===== src/rtl/meter_display.sv =====
// Parking-meter display back-end: iterative double-dabble BCD conversion, 4-digit
// multiplexed common-anode drive and blink gating. Optional build macro: METER_BLANK_LEADING_EN.
module meter_display #(
  parameter int SCAN_DIV = 100000,
  parameter int TICK_DIV = 50000000
) (
  input  logic        clk,
  input  logic        rst_n,
  input  logic [13:0] val,
  output logic [3:0]  an,
  output logic [6:0]  seg,
  output logic        dp
);

  localparam int SCAN_W = (SCAN_DIV > 1) ? $clog2(SCAN_DIV) : 1;
  localparam int TICK_W = (TICK_DIV > 1) ? $clog2(TICK_DIV) : 1;
  localparam logic [SCAN_W-1:0] SCAN_LAST = SCAN_W'(SCAN_DIV - 1);
  localparam logic [TICK_W-1:0] TICK_LAST = TICK_W'(TICK_DIV - 1);

  typedef enum logic [1:0] {
    IDLE  = 2'd0,
    SHIFT = 2'd1,
    DONE  = 2'd2
  } state_t;

  state_t             state;
  state_t             state_nxt;
  logic [13:0]        val_sat;
  logic [13:0]        cap;
  logic [13:0]        bin;
  logic [15:0]        bcd;
  logic [15:0]        bcd_adj;
  logic [3:0]         iter;
  logic [15:0]        dig;
  logic [13:0]        shown_val;
  logic               shown;
  logic [SCAN_W-1:0]  scan_cnt;
  logic [1:0]         idx;
  logic [TICK_W-1:0]  tick_cnt;
  logic [1:0]         phase;
  logic [3:0]         nibble;
  logic               lit;
  logic               digit_on;

  function automatic logic [6:0] seg_decode(input logic [3:0] d);
    case (d)
      4'd0:    seg_decode = 7'b1000000;
      4'd1:    seg_decode = 7'b1111001;
      4'd2:    seg_decode = 7'b0100100;
      4'd3:    seg_decode = 7'b0110000;
      4'd4:    seg_decode = 7'b0011001;
      4'd5:    seg_decode = 7'b0010010;
      4'd6:    seg_decode = 7'b0000010;
      4'd7:    seg_decode = 7'b1111000;
      4'd8:    seg_decode = 7'b0000000;
      4'd9:    seg_decode = 7'b0010000;
      default: seg_decode = 7'b1111111;
    endcase
  endfunction

  assign val_sat = (val > 14'd9999) ? 14'd9999 : val;

  // Converter FSM: state register plus next-state logic.
  always_ff @(posedge clk) begin
    if (!rst_n) state <= IDLE;
    else        state <= state_nxt;
  end

  always_comb begin
    state_nxt = state;
    case (state)
      IDLE:    state_nxt = SHIFT;
      SHIFT:   if (iter == 4'd13) state_nxt = DONE;
      DONE:    state_nxt = IDLE;
      default: state_nxt = IDLE;
    endcase
  end

  // Add-3 correction applied to every nibble before the shift.
  always_comb begin
    bcd_adj = bcd;
    for (int i = 0; i < 4; i++) begin
      if (bcd[4*i +: 4] >= 4'd5) bcd_adj[4*i +: 4] = bcd[4*i +: 4] + 4'd3;
    end
  end

  always_ff @(posedge clk) begin
    if (!rst_n) begin
      cap       <= '0;
      bin       <= '0;
      bcd       <= '0;
      iter      <= '0;
      dig       <= '0;
      shown_val <= '0;
      shown     <= 1'b0;
    end else begin
      case (state)
        IDLE: begin
          cap  <= val_sat;
          bin  <= val_sat;
          bcd  <= '0;
          iter <= '0;
        end
        SHIFT: begin
          bcd  <= {bcd_adj[14:0], bin[13]};
          bin  <= {bin[12:0], 1'b0};
          iter <= iter + 4'd1;
        end
        DONE: begin
          dig       <= bcd;
          shown_val <= cap;
          shown     <= 1'b1;
        end
        default: ;
      endcase
    end
  end

  // Digit scan and blink tick run freely and independently.
  always_ff @(posedge clk) begin
    if (!rst_n) begin
      scan_cnt <= '0;
      idx      <= '0;
      tick_cnt <= '0;
      phase    <= '0;
    end else begin
      if (scan_cnt == SCAN_LAST) begin
        scan_cnt <= '0;
        idx      <= idx + 2'd1;
      end else begin
        scan_cnt <= scan_cnt + 1'b1;
      end
      if (tick_cnt == TICK_LAST) begin
        tick_cnt <= '0;
        phase    <= phase + 2'd1;
      end else begin
        tick_cnt <= tick_cnt + 1'b1;
      end
    end
  end

  assign nibble = dig[{idx, 2'b00} +: 4];

  always_comb begin
    if (shown_val == 14'd0)        lit = ~phase[0];
    else if (shown_val <= 14'd199) lit = ~phase[1];
    else                           lit = 1'b1;
  end

`ifdef METER_BLANK_LEADING_EN
  // A slot is blank when it and every more significant digit are zero.
  always_comb begin
    case (idx)
      2'd3:    digit_on = (dig[15:12] != 4'd0);
      2'd2:    digit_on = (dig[15:8] != 8'd0);
      2'd1:    digit_on = (dig[15:4] != 12'd0);
      default: digit_on = 1'b1;
    endcase
  end
`else
  assign digit_on = 1'b1;
`endif

  // Outputs stay dark until the first conversion has been published.
  always_ff @(posedge clk) begin
    if (!rst_n) begin
      an  <= 4'b1111;
      seg <= 7'b1111111;
      dp  <= 1'b1;
    end else begin
      dp  <= 1'b1;
      seg <= shown ? seg_decode(nibble) : 7'b1111111;
      an  <= (shown && lit && digit_on) ? ~(4'b0001 << idx) : 4'b1111;
    end
  end

endmodule


===== config.mk =====
export PLATFORM = sky130hd
export DESIGN_NAME = meter_display
export DESIGN_NICKNAME = d
export VERILOG_FILES = /design/src/rtl/meter_display.sv
export SDC_FILE = /design/constraint.sdc
export NUM_CORES = 1
export LEC_CHECK = 0
export BUFFER_PORTS_ARGS = -buffer_cell sky130_fd_sc_hd__buf_2
export CAP_MARGIN = 20
export CORE_AREA = 2 2 149 151
export DETAILED_ROUTE_END_ITERATION = 7
export DIE_AREA = 0 0 151 153
export PLACE_DENSITY = 0.46
export SYNTH_ARGS = -nofsm -noshare
export SYNTH_HDL_FRONTEND = slang
export SYNTH_SLANG_ARGS = --single-unit

===== constraint.sdc =====
create_clock -name clk -period 2.2 [get_ports clk]
set_clock_uncertainty 0.2 [all_clocks]
set_input_delay 0.11 -clock clk [delete_from_list [all_inputs] [get_ports clk]]
set_output_delay 0.11 -clock clk [all_outputs]
set_load 0.02 [all_outputs]

# [Yosys cells after proc, flatten, opt, wreduce, memory -nomap -nowiden]
# Memories as Yosys holds them, arrays and structs flattened. A register that Yosys moved wholly into a read port is not among the register bits.
# Cells that the tools add are included.
[word_totals] romBits=112 mem_count=1 in_bits=16 register_bits=132 output_inout_bits=12 elab_cells=62
[mem_list] name="(no name shown)" depth=16 word_bits=7 rd=1 rd_ports_with_merged_regs=1 write_ports=0 line="46" text="case (d)"
[classes] n_reduce_logical=9 order_cmp=6 eq_ne=6 bitwise=4 n_mux=12 n_addsub=9 shifts=2
[op_table] operator="$pmux W16 S2" n=1
[op_table] operator="$pmux W14 S2" n=1
[op_table] operator="$add A26 B1 Y26 const B" n=1
[op_table] operator="$eq A26 B26 Y1 const B" n=1
[op_table] operator="$add A17 B1 Y17 const B" n=1
[op_table] operator="$eq A17 B17 Y1 const B" n=1
[op_table] operator="$ge A4 B3 Y1 const B" n=4
[op_table] operator="$shiftx A16 B5 Y4" n=1
[op_table] operator="$gt A14 B14 Y1 const B" n=1
[op_table] operator="$le A14 B8 Y1 const B" n=1
[op_table] operator="$logic_not A14 Y1" n=1
[op_table] operator="$mux W14" n=1
[op_table] operator="$add A4 B2 Y4 const B" n=3
[op_table] operator="$mux W4" n=3
[op_table] operator="$pmux W4 S2" n=1
[op_table] operator="$add A2 B1 Y2 const B" n=2
[op_table] operator="$add A4 B1 Y4 const B" n=1
[op_table] operator="$eq A4 B4 Y1 const B" n=1
[op_table] operator="$not A4 Y4" n=1
[op_table] operator="$pmux W2 S2" n=1
[op_table] operator="$reduce_and A2 Y1" n=2
[op_table] operator="$reduce_or A2 Y1" n=2
[op_table] operator="$shl A1 B2 Y4 const A" n=1
[op_table] operator="$add A3 B2 Y3 const B" n=1
[op_table] operator="other kinds (11)" n=14

# [Longest topological paths before layout]
[depth] depth_word=5 mapped_depth=8 mapped_depth_nobuf=7

# [Worst setup path before layout]
# Ideal clock, no wire load.
[synth_path] path_type="register to register" from="register idx[0]" to="register seg[4]" required_ps=1867 path_buffers=1 setup_slack_ps=179 t_arrival_ps=1688 synth_period_minus_slack_ps=2021 setup_ps=133 stages_incl_launch_ff=9 path_cell_list="dfxtp_1 buf_2 mux4_2 inv_1 ha_1 inv_1 mux2i_1 mux2_2 nand3_1"
[synth_between] elab_chain_cells=1
[synth_rtl] element="start: declaration" line="38" text="logic [1:0] idx;"
[synth_rtl] element="start signal: assignment" line="129" text="idx <= idx + 2'd1;"
[synth_rtl] element="$shiftx A16 B5 Y4" line="142" text="assign nibble = dig[{idx, 2'b00} +: 4];"
[synth_rtl] element="end: declaration" line="11" text="output logic [6:0] seg,"
# No other way between the ends.
# A chain may end at the register's enable or synchronous reset.

# [Worst setup path after layout]
[layout_path] from="input port val[12]" to="register cap[3]"
[layout_between] elab_chain_cells=2
[layout_rtl] element="start: declaration" line="9" text="input logic [13:0] val,"
[layout_rtl] element="$gt A14 B14 Y1" line="61" text="assign val_sat = (val > 14'd9999) ? 14'd9999 : val;"
[layout_rtl] element="$mux W14" line="61"
[layout_rtl] element="end signal: assignment" line="99" text="cap <= val_sat;"
[layout_rtl] element="end: declaration" line="29" text="logic [13:0] cap;"
# No other way between the ends.

==> summary by stage <==
Logic synthesis
The post-synthesis net count is 762. The number of warning messages in the yosys log is 0. The dominant register cell in the synthesized netlist is sky130_fd_sc_hd__dfxtp_1.

Yosys mapped a number of flops with a built-in enable equal to 0. The top cell type by total area after synthesis is sky130_fd_sc_hd__dfxtp_1. The share of synthesized area in the top cell type comes to 44.1%. The average instance area after synthesis is 8.71 µm². The sequential share of the synthesized area is 44.1%.

The number of different library cells used by synthesis comes to 55. For this run, asynchronously set or reset flops after synthesis account for 0%. The register bit total from synthesis is 139. The post-synthesis instance area is 0.00632 mm². After synthesis, the cell types taking the most area are sky130_fd_sc_hd__dfxtp_1 (44%), sky130_fd_sc_hd__nand2_1 (7.5%), sky130_fd_sc_hd__o21ai_0 (4.4%), sky130_fd_sc_hd__a21boi_0 (4.2%), sky130_fd_sc_hd__ha_1 (4.2%).

Counting every instance in the synthesized netlist gives 725.

Timing
The minimum clock period is 2.08 ns. The transition time at the pin with the least slew margin is 0.667 ns. Setup repair after global routing left no endpoint under its margin. Measured against its own limit, the worst slew margin works out to 55.4%.

The maximum frequency from static timing analysis is 481 MHz. The total count of max-transition violations in the final report is 0. The setup TNS is 0 ns.

The worst path uses 94.6% of the clock period. The count of endpoints failing setup in the final report is 0. The count of final hold-check violations is 0.

CTS
The clock root buffer master is sky130_fd_sc_hd__clkbuf_16. At the later pin of the worst-skew pair, clock insertion delay measures 0.41 ns. CTS built an H-tree with a depth of 4. After clock tree synthesis, the clock-pin slew on the worst setup and hold paths is 0.06 ns. TritonCTS built the clock tree. The number of clock buffers inserted by TritonCTS is 17. The clock drives 139 sinks. The longest clock path from root to sink contains 2 buffers.

Drt
The routed via count divided by cell count is 4.75. The residual antenna-violating net count after detailed routing is 0. In this run, the number of DRC markers left after iteration 0 of detailed routing was 192. After detailed routing, the number of remaining DRC violations is 0. The total via count in the routed design is 5001. After detailed routing, the average wire length per cell comes to 13.1 µm. The total wire length after detailed routing is 13800 µm. The first detailed-routing pass took 4 iterations.

Place
The count of buffers from port buffering is 26. The final weighted congestion in routability-driven placement is 0.741. The half-perimeter wire length of the detailed placement result is 9440 µm.

Global routing
The first global-routing pass estimated 23700 µm of wire. The largest net degree at the start of global routing is 68. The number of global-route vias before repair is 4916.

The total global routing overflow is 0. The number of antenna violations at the first check in global routing came to 0. Global routing used 12.7% of the available tracks.

Setup path
The kind of end point of the critical path is a flip-flop. Of all nets on the critical path, the largest fanout is 7. Among cell families on the critical path, the largest total delay comes from buffers and inverters. The arrival time at the worst endpoint is 2.18 ns. The slowest stage of the critical path belongs to the cell sky130_fd_sc_hd__dlygate4sd3_1. Among the stages of the critical path, the cell type that occurs most often is sky130_fd_sc_hd__dlygate4sd3_1. The largest stage delay on the critical path is 0.55 ns. The startpoint type of the worst setup path is an input pin.

By startpoint and endpoint, the worst setup path is classified as in2reg. The endpoint required time on the critical path is 2.30 ns. The number of buffers and inverters on the critical path is 3.

The critical path goes through dlygate4sd3_1, buf_2, or2_2, a41o_1, nand2_2, a21oi_1, dlygate4sd3_1.

Power
The analysis attributes to cell leakage a power of 2.69 nW. The worst-case IR drop observed on VDD is 479 µV. The post-route total power is 5.61 mW. In this run the power density over the cells is 750 mW/mm².

Final layout
The filler cells instantiated in the layout total 2210. The final core utilization is 34.8%. The number of nets in the finished design is 797. The final antenna diode count is 0. Compared with the post-synthesis result, the final layout area differs by 18.5%. The share of layout cells above drive strength 1 is 12.2%.

Run
The number of max-cap violations is 0.

Die
The die covers 0.0231 mm². The number of primary I/O pins is 28. The number of cell rows is 54. The starting density of the core is 29.4%.

The die width is 151 µm. The floorplan step set the die height to 153 µm. The core region is 0.0215 mm².

Run status
The flow ran to the end, and the final reports show no timing, DRC or antenna violations.

Hold path
The class of the tightest hold or removal check is reg2reg.
## repair_timing
| item | CTS | global route |
|---|---|---|
| gates resized for setup | 0 | 2 |
| buffers inserted | 0 | 0 |
| endpoints found under the hold margin | 35 | 0 |
| setup endpoints to repair | 0 | 2 |
| hold buffers | 18 | 0 |
## routing by layer
metal / vias to the layer above / GRT usage (%) / wire length, µm
li1: 2584 / - / -
met1: 2335 / 16.9 / 6920
met2: 69 / 20.0 / 6330
met3: 13 / 3.31 / 449
met4: 0 / 3.96 / 136
met5: - / 0 / 0
## state kept, by name, summed over array words and instances, names as in the netlist, 7 cells and up
register   cells
seg            7
cap           14
bcd           16
bin           14
scan_cnt      17
dig           16
shown_val     14
tick_cnt      26
## per-stage QoR
stage	setup WS [ns]	hold slack [ns]	instance area (µm²)	cells
finish	0.119	0.237	7480	1053
global route	0.00215	0.262	7480	1053
CTS	0.0754	0.241	7480	1053
detailed placement	0.0899	0.215	6720	1003
global placement	0.164	0.212	6720	1003
floorplan	0.179	0.0788	6320	725
## Yosys cell counts, types with 2 or more instances
library cell,n
sky130_fd_sc_hd__nand4_1,10
sky130_fd_sc_hd__xnor2_1,12
sky130_fd_sc_hd__o21a_1,9
sky130_fd_sc_hd__nand2_1,127
sky130_fd_sc_hd__dfxtp_1,139
sky130_fd_sc_hd__nor2b_1,3
sky130_fd_sc_hd__clkbuf_1,30
sky130_fd_sc_hd__nor2_1,34
sky130_fd_sc_hd__a21oi_1,40
sky130_fd_sc_hd__mux4_2,4
sky130_fd_sc_hd__nor4_1,2
sky130_fd_sc_hd__buf_2,5
sky130_fd_sc_hd__nor3b_1,2
sky130_fd_sc_hd__nand4_4,3
sky130_fd_sc_hd__nor3_1,5
sky130_fd_sc_hd__or4_1,12
sky130_fd_sc_hd__ha_1,21
sky130_fd_sc_hd__a21boi_0,35
sky130_fd_sc_hd__nand2b_1,7
sky130_fd_sc_hd__nor4b_1,3
sky130_fd_sc_hd__mux2_2,4
sky130_fd_sc_hd__or2_2,3
sky130_fd_sc_hd__and2_1,17
sky130_fd_sc_hd__and4_1,6
sky130_fd_sc_hd__xor2_1,20
sky130_fd_sc_hd__inv_1,24
sky130_fd_sc_hd__a22oi_1,2
sky130_fd_sc_hd__buf_6,2
sky130_fd_sc_hd__nand4_2,2
sky130_fd_sc_hd__a22o_1,2
sky130_fd_sc_hd__or3_1,9
sky130_fd_sc_hd__mux2i_1,7
sky130_fd_sc_hd__nand3b_1,3
sky130_fd_sc_hd__o31ai_1,12
sky130_fd_sc_hd__o2111ai_1,4
sky130_fd_sc_hd__buf_4,4
sky130_fd_sc_hd__and3_1,7
sky130_fd_sc_hd__nand3_1,22
sky130_fd_sc_hd__o21ai_0,56
## worst paths after layout
kind | from | slack (ns) | to | cells after the start
max | val[12] | 0.12 | cap[3] | 7
min | tick_cnt[0] | 0.24 | tick_cnt[0] | 1
max reg2reg | idx[0] | 0.18 | seg[4] | 7
min reg2reg | tick_cnt[0] | 0.24 | tick_cnt[0] | 1
## area by class of cell
| class | instances | area [µm²] | area share [%] |
|---|---|---|---|
| tap | 280 | 350 | 4.68 |
| sequential | 139 | 2780 | 37.2 |
| timing repair buffer | 59 | 448 | 5.99 |
| clock inverter | 13 | 144 | 1.92 |
| inverter | 24 | 90.1 | 1.20 |
| multi-input combinational | 519 | 3230 | 43.2 |
| clock buffer | 19 | 433 | 5.79 |
## layout by cell type, fill, tap and decap left out, types with 4 or more instances in the layout
master,netlist,routed
sky130_fd_sc_hd__ha_1,21,21
sky130_fd_sc_hd__o21a_1,9,9
sky130_fd_sc_hd__o21ai_0,56,56
sky130_fd_sc_hd__clkbuf_16,0,17
sky130_fd_sc_hd__mux4_2,4,4
sky130_fd_sc_hd__inv_1,24,24
sky130_fd_sc_hd__nor3_1,5,5
sky130_fd_sc_hd__mux2_2,4,4
sky130_fd_sc_hd__or3_1,9,9
sky130_fd_sc_hd__o2111ai_1,4,4
sky130_fd_sc_hd__dlygate4sd3_1,0,18
sky130_fd_sc_hd__a21oi_1,40,40
sky130_fd_sc_hd__nand2_1,127,126
sky130_fd_sc_hd__nand3_1,22,22
sky130_fd_sc_hd__mux2i_1,7,7
sky130_fd_sc_hd__xnor2_1,12,12
sky130_fd_sc_hd__xor2_1,20,20
sky130_fd_sc_hd__o31ai_1,12,12
sky130_fd_sc_hd__nand2b_1,7,7
sky130_fd_sc_hd__nor2_1,34,34
sky130_fd_sc_hd__or4_1,12,12
sky130_fd_sc_hd__and2_1,17,17
sky130_fd_sc_hd__and4_1,6,6
sky130_fd_sc_hd__clkinvlp_4,0,4
sky130_fd_sc_hd__and3_1,7,7
sky130_fd_sc_hd__nand4_1,10,10
sky130_fd_sc_hd__buf_2,5,26
sky130_fd_sc_hd__dfxtp_1,139,138
sky130_fd_sc_hd__a21boi_0,35,35
sky130_fd_sc_hd__buf_4,4,13
## report_power, final
part	switching [mW]	internal, mW
clock network	1.13	1.68
logic	0.122	0.0972
registers	0.0278	2.56
total	1.28	4.34
## worst register-to-register path, stage by stage (launching register included)
cell and delay (ns):
sky130_fd_sc_hd__dfxtp_2 0.40, sky130_fd_sc_hd__mux4_2 0.59, sky130_fd_sc_hd__inv_1 0.14, sky130_fd_sc_hd__ha_1 0.16
sky130_fd_sc_hd__inv_1 0.05, sky130_fd_sc_hd__mux2i_1 0.13, sky130_fd_sc_hd__mux2_2 0.16, sky130_fd_sc_hd__nand3_1 0.07
## kinds of logic after synthesis
kind of cell	share of synthesized area, %
AO/OA/AOI/OAI	16.4
AND/OR/NAND/NOR	22.8
adder cells (fa/ha/maj)	4.16
other	0.0594
buffers and inverters	4.83
flip-flops	44.1
multiplexers	3.25
XOR/XNOR	4.44
(Power assumes the default switching activity.)
